### config.mk
export PLATFORM = sky130hd
export DESIGN_NAME = menu_ctrl
export DESIGN_NICKNAME = d
export VERILOG_FILES = /design/src/rtl/menu_pkg.sv /design/src/rtl/menu_key_edge.sv /design/src/rtl/menu_ctrl.sv
export SDC_FILE = /design/constraint.sdc
export NUM_CORES = 1
export LEC_CHECK = 0
export CORE_UTILIZATION = 57
export CTS_CLUSTER_DIAMETER = 100
export DETAILED_ROUTE_END_ITERATION = 16
export PLACE_DENSITY = 0.82
export SETUP_SLACK_MARGIN = 0.5
export SLEW_MARGIN = 15
export SYNTH_ARGS = -nofsm -noshare
export SYNTH_HDL_FRONTEND = slang
export SYNTH_SLANG_ARGS = --single-unit
### constraint.sdc
create_clock -name i_clk_pix -period 8.45 [get_ports i_clk_pix]
set_clock_uncertainty 0.2 [all_clocks]
set_input_delay 1.2675 -clock i_clk_pix [delete_from_list [all_inputs] [get_ports i_clk_pix]]
set_output_delay 1.2675 -clock i_clk_pix [all_outputs]
set_load 0.05 [all_outputs]
### src/rtl/menu_pkg.sv
// Shared types and colour constants for the title-menu controller.
package menu_pkg;

    typedef enum logic [1:0] {
        ST_IDLE,
        ST_FADE,
        ST_WAIT_READY,
        ST_RUN
    } state_t;

    localparam logic [23:0] HILITE = 24'hFFD000;
    localparam logic [23:0] BOX    = 24'h4060FF;
    localparam logic [23:0] BG     = 24'h00FFFF;

endpackage

### src/rtl/menu_key_edge.sv
// Rising-edge detector for one synchronous key level: pulses for the first cycle the key reads high.
module menu_key_edge (
    input  logic clk,
    input  logic rst,
    input  logic level,
    output logic rise
);

    logic prev;

    always_ff @(posedge clk or posedge rst) begin
        if (rst) prev <= 1'b0;
        else     prev <= level;
    end

    assign rise = level & ~prev;

endmodule

### src/rtl/menu_ctrl.sv
// Title menu: cursor over N_OPT option boxes, selection latch, fade-out and hand-off to the game engine.
module menu_ctrl
    import menu_pkg::*;
#(
    parameter int N_OPT       = 3,
    parameter int FADE_CYCLES = 60000000,
    parameter int CORDW       = 16,
    parameter int H_RES       = 800,
    parameter int V_RES       = 600,
    parameter int OPT_X0      = 300,
    parameter int OPT_Y0      = 360,
    parameter int OPT_W       = 200,
    parameter int OPT_H       = 32,
    parameter int OPT_GAP     = 12,
    localparam int MW         = (N_OPT > 1) ? $clog2(N_OPT) : 1
) (
    input  logic                    i_clk_pix,
    input  logic                    i_rst,
    input  logic signed [CORDW-1:0] i_sx,
    input  logic signed [CORDW-1:0] i_sy,
    input  logic                    i_key_up,
    input  logic                    i_key_down,
    input  logic                    i_key_sel,
    input  logic                    i_main_ready,
    input  logic                    i_return_menu,
    output logic                    o_main_start,
    output logic [MW-1:0]           o_mode,
    output logic                    o_processing,
    output logic [3:0]              o_fade,
    output logic                    o_drawing,
    output logic [7:0]              o_red,
    output logic [7:0]              o_green,
    output logic [7:0]              o_blue
);

    localparam int STEPS = FADE_CYCLES / 16;
    localparam int SW    = (STEPS > 1) ? $clog2(STEPS) : 1;
    localparam logic [SW-1:0] STEP_LAST = SW'(STEPS - 1);
    localparam logic [MW-1:0] CUR_LAST  = MW'(N_OPT - 1);

    localparam logic signed [CORDW-1:0] X_LO  = CORDW'(OPT_X0);
    localparam logic signed [CORDW-1:0] X_HI  = CORDW'(OPT_X0 + OPT_W);
    localparam logic signed [CORDW-1:0] X_LIM = CORDW'(H_RES);
    localparam logic signed [CORDW-1:0] Y_LIM = CORDW'(V_RES);

    function automatic logic [7:0] fade_ch(input logic [7:0] c, input logic [3:0] f);
        logic [11:0] prod;
        prod = 12'(c) * 12'(f);
        return c - prod[11:4];
    endfunction

    logic up_rise, down_rise, sel_rise;

    menu_key_edge u_up   (.clk(i_clk_pix), .rst(i_rst), .level(i_key_up),   .rise(up_rise));
    menu_key_edge u_down (.clk(i_clk_pix), .rst(i_rst), .level(i_key_down), .rise(down_rise));
    menu_key_edge u_sel  (.clk(i_clk_pix), .rst(i_rst), .level(i_key_sel),  .rise(sel_rise));

    state_t          state_q, state_d;
    logic [MW-1:0]   cursor_q, cursor_d;
    logic [MW-1:0]   mode_q, mode_d;
    logic [3:0]      fade_q, fade_d;
    logic [SW-1:0]   step_q, step_d;

    always_ff @(posedge i_clk_pix or posedge i_rst) begin
        if (i_rst) begin
            state_q  <= ST_IDLE;
            cursor_q <= '0;
            mode_q   <= '0;
            fade_q   <= '0;
            step_q   <= '0;
        end else begin
            state_q  <= state_d;
            cursor_q <= cursor_d;
            mode_q   <= mode_d;
            fade_q   <= fade_d;
            step_q   <= step_d;
        end
    end

    always_comb begin
        state_d  = state_q;
        cursor_d = cursor_q;
        mode_d   = mode_q;
        fade_d   = fade_q;
        step_d   = step_q;
        case (state_q)
            ST_IDLE: begin
                // Select wins over any simultaneous cursor key and leaves the cursor alone
                if (sel_rise) begin
                    mode_d  = cursor_q;
                    state_d = ST_FADE;
                    step_d  = '0;
                    fade_d  = '0;
                end else if (up_rise && !down_rise) begin
                    cursor_d = (cursor_q == '0) ? CUR_LAST : cursor_q - MW'(1);
                end else if (down_rise && !up_rise) begin
                    cursor_d = (cursor_q == CUR_LAST) ? '0 : cursor_q + MW'(1);
                end
            end
            ST_FADE: begin
                if (step_q == STEP_LAST) begin
                    step_d = '0;
                    if (fade_q == 4'hF) state_d = i_main_ready ? ST_RUN : ST_WAIT_READY;
                    else                fade_d  = fade_q + 4'd1;
                end else begin
                    step_d = step_q + SW'(1);
                end
            end
            ST_WAIT_READY: begin
                fade_d = 4'hF;
                if (i_main_ready) state_d = ST_RUN;
            end
            ST_RUN: begin
                if (i_return_menu) begin
                    state_d = ST_IDLE;
                    fade_d  = '0;
                end
            end
            default: state_d = ST_IDLE;
        endcase
    end

    assign o_main_start = (state_q == ST_RUN);
    assign o_processing = (state_q != ST_RUN);
    assign o_mode       = mode_q;
    assign o_fade       = fade_q;

    logic                    hit_any, hit_cur;
    logic signed [CORDW-1:0] y_lo, y_hi;
    logic                    in_x;

    always_comb begin
        hit_any = 1'b0;
        hit_cur = 1'b0;
        y_lo    = '0;
        y_hi    = '0;
        in_x    = (i_sx >= X_LO) && (i_sx < X_HI) && (i_sx < X_LIM);
        for (int i = 0; i < N_OPT; i++) begin
            y_lo = CORDW'(OPT_Y0 + i * (OPT_H + OPT_GAP));
            y_hi = y_lo + CORDW'(OPT_H);
            if (in_x && (i_sy >= y_lo) && (i_sy < y_hi) && (i_sy < Y_LIM)) begin
                hit_any = 1'b1;
                if (cursor_q == MW'(i)) hit_cur = 1'b1;
            end
        end
    end

    logic [23:0] base_p0;
    logic [23:0] rgb_p0;
    logic        drawing_p0;

    always_comb begin
        base_p0    = hit_cur ? HILITE : (hit_any ? BOX : BG);
        rgb_p0     = {fade_ch(base_p0[23:16], fade_q),
                      fade_ch(base_p0[15:8],  fade_q),
                      fade_ch(base_p0[7:0],   fade_q)};
        drawing_p0 = hit_any;
        if (state_q == ST_RUN) begin
            rgb_p0     = '0;
            drawing_p0 = 1'b0;
        end
    end

    // p0 -> p1: pixel outputs registered one clock after the coordinate
    always_ff @(posedge i_clk_pix or posedge i_rst) begin
        if (i_rst) begin
            o_drawing <= 1'b0;
            o_red     <= '0;
            o_green   <= '0;
            o_blue    <= '0;
        end else begin
            o_drawing <= drawing_p0;
            o_red     <= rgb_p0[23:16];
            o_green   <= rgb_p0[15:8];
            o_blue    <= rgb_p0[7:0];
        end
    end

endmodule

==> results.toml <==
[final_layout]
finish.utilization_pct = 70.4
nNetsFinal = 813
area_growth_syn_to_layout_pct = 18.6
stdcell_area_um2 = 6530
ant_cells = 0
post_route_cells_drive_above_1_share_pct = 6.58

[setup_path]
reg2regPathDepth = 30
timing.critical_path.slowest_stage_cell = "sky130_fd_sc_hd__fa_1"
crit_buf_inv = 5
end_kind = "flip-flop"
worst-path-stages = 29
cp_top_family = "adder cells"
critical_path.max_stage_delay_ns = 0.55
critPathMaxFanout = 8
worst-endpoint-required_ns = 8.46
setup.worst_path.start_class = "input port"
setup.worst_path.class = "in2reg"
critPathArrivalTime_ns = 7.42

[floorplanning]
die_area_um2 = 10100
core-area_um2 = 9280
chipWidth_um = 100
top_level_pins = 72
start_util_pct = 59.3
placement_rows = 35
die_height_um = 100

[power_and_ir_drop]
p_per_area_nw_per_um2 = 91.1
netSwitchingPower_mw = 0.151
ir_drop_v = 0.000110
relative_contribution_of_combinational_cells_to_total_power_pct = 6.3
netSwitchingFraction_pct = 25.4
clock_power_share_pct = 45.4
internal_power_mw = 0.444
p_leak_nw = 3.11
pwr-share-seq_pct = 48.4

[detailed_routing]
wl_per_cell_um = 13.8
dr.first_iter.drc_count = 187
drt_wl_total_um = 11200
first_pass_iters = 4
final_antenna_net_count = 0
routed-via-count = 4473
routed_via_density = 5.50
drc_errors = 0

[synth]
syn-cell-area_um2 = 5510
synth_ff_type = "sky130_fd_sc_hd__dfrtp_1"
ys_async_sr_fraction_pct = 100
synthesis.nets = 744
number_of_distinct_standard_cells_referenced_by_the_synthesized_netlist = 68
yosysWarnings = 0
synthesis.instances = 610
edff_count_synth = 0
synth-seq-cells = 60
synth-seq-area-share_pct = 27.3
synthesis.area_per_instance_um2 = 9.03

[clock_tree]
tritoncts = "done"
cts_hold_bufs = 0
clkSlewWorstSetupHoldPaths_ns = 0.08
post_cts_buffers = 0
cts.root.buffer_cell = "sky130_fd_sc_hd__clkbuf_8"
clock_tree.htree_level_count = 3
cts_buffer_depth = 2
ctsResizeCount = 0
clk_latency_ns = 0.35
cts_buffers = 9
clock-sinks = 60

[sta]
final-setup-viol-count = 0
period_needed_ns = 7.40
relSlewSlack_pct = 49.1
slew_viol_final = 0
achievable_clock_frequency_mhz = 135
rsz0062_at_grt = "false"
hold_viol = 0
fin_tns_setup_ns = 0
fin_ws_ns = 1.05
final_min_period_over_clock_period_pct = 87.6
timing_worst_slew_pin_value_ns = 0.763

[grt]
number_of_global_route_vias_before_repair = 4501
globalRoute.totalOverflow = 0
grt_start_max_net_pins = 61
globalRouteTotalUtil_pct = 24.3
global_route_wire_length_before_repair_um = 19600
grt_antenna_before_repair = 0

[hold_path]
hp-class = "reg2reg"
worst_hold_path.num_cells = 2

[placement]
port_buffers = 67
dp_slack_ns = 0.545
hpwlAfterDp_um = 8710
placed_cell_area_um2 = 6320
gp_congestion = 0.880

[run_status]
result_of_the_run = "complete, no violations"

[job]
cap_violations = 0
-- stage by stage --
| step | instances | hold slack (ns) | power, mW |
|---|---|---|---|
| 2_1_floorplan | 610 | 0.256 | 0.309 |
| 3_3_place_gp | 797 | 0.271 | 0.330 |
| 3_5_place_dp | 797 | 0.275 | 0.331 |
| 4_1_cts | 813 | 0.293 | 0.602 |
| 5_1_grt | 813 | 0.316 | 0.620 |
| 6_report | 813 | 0.288 | 0.595 |
-- cell usage after synthesis (4+ instances only) --
cell	instances	area share (%)
sky130_fd_sc_hd__a21o_1	18	2.5
sky130_fd_sc_hd__a21oi_1	27	2.5
sky130_fd_sc_hd__a31oi_1	6	0.68
sky130_fd_sc_hd__and2_1	4	0.45
sky130_fd_sc_hd__and3_1	8	0.91
sky130_fd_sc_hd__clkbuf_1	9	0.61
sky130_fd_sc_hd__dfrtp_1	60	27
sky130_fd_sc_hd__fa_1	20	7.3
sky130_fd_sc_hd__ha_1	75	17
sky130_fd_sc_hd__inv_1	55	3.7
sky130_fd_sc_hd__nand2_1	41	2.8
sky130_fd_sc_hd__nand2b_1	8	0.91
sky130_fd_sc_hd__nand3_1	12	1.1
sky130_fd_sc_hd__nand3b_1	4	0.55
sky130_fd_sc_hd__nand4_1	8	0.91
sky130_fd_sc_hd__nor2_1	75	5.1
sky130_fd_sc_hd__nor2b_1	12	1.4
sky130_fd_sc_hd__nor3_1	5	0.45
sky130_fd_sc_hd__nor4_1	5	0.57
sky130_fd_sc_hd__o21ai_0	28	2.5
sky130_fd_sc_hd__o21ai_1	5	0.45
sky130_fd_sc_hd__xnor2_1	31	4.9
sky130_fd_sc_hd__xor2_1	25	4.0
-- cell type report --
class	count	area, um^2
multi-input combinational	479	3750
fill	725	2750
sequential	60	1500
timing repair buffer	71	706
inverter	58	218
tap	129	161
clock buffer	9	124
clock inverter	7	75.1
-- tightest hold or removal path, delay by kind of cell, from the launching register on --
family | cells | cell delay (ns)
AND/OR/NAND/NOR | 1 | 0.04
AO/OA/AOI/OAI | 1 | 0.06
flip-flops | 1 | 0.35
-- cell usage in the layout, fill, tap and decap left out, drive strengths merged, types with 4 or more instances in the layout --
cell           count
clkdlybuf4s50     65
nor3               5
nand2b             8
o21ai             35
and3               8
clkbuf             9
ha                75
a21o              18
nand3             12
buf                4
nor2b             12
nand4              8
and2               4
o31ai              4
fa                20
nor4               7
dfrtp             60
a31oi              6
nand2             41
a21oi             28
nand3b             4
xnor2             31
nor2              76
inv               59
xor2              25
a211oi             5
-- power groups by stage --
stage	Combinational, mW	Sequential (mW)	Clock (mW)
global route	0.0411	0.288	0.291
CTS	0.0379	0.288	0.276
floorplan	0.0157	0.293	0
detailed placement	0.0378	0.293	0
finish	0.0373	0.288	0.270
global placement	0.0366	0.293	0
-- layer usage --
metal | routed length [um] | global-route usage [%]
met4 | 230 | 11.3
met5 | 0 | 0
met1 | 5030 | 30.0
met2 | 5540 | 42.2
met3 | 439 | 3.20
-- path summary, 6_finish.rpt --
path                            slack (ns)        start         end
worst max register to register        2.00  cursor_q[1]  o_green[7]
worst min-delay path                  0.29    o_mode[1]   o_mode[1]
max in group asynchronous             6.27        i_rst   step_q[1]
worst min register to register        0.29    o_mode[1]   o_mode[1]
worst max-delay path                  1.05      i_sy[7]  o_green[7]
min in group asynchronous             1.28        i_rst  o_green[7]
-- sequential cells by signal, summed over array words and instances, names as in the netlist, 2 cells and up --
register	cells
cursor_q	2
o_blue	8
o_fade	4
o_green	8
o_mode	2
o_red	8
state_q	2
step_q	22
-- cells by family after synthesis --
family                     synth area share, %
adders and majority gates                 24.5
buffers and inverters                     4.91
DFF                                       27.3
xor gates and xnor gates                  8.91
muxes                                    0.750
AOI/OAI and AO/OA                         15.3
and+or+nand+nor                           18.4
No activity file was read; power rests on OpenSTA's default activity.
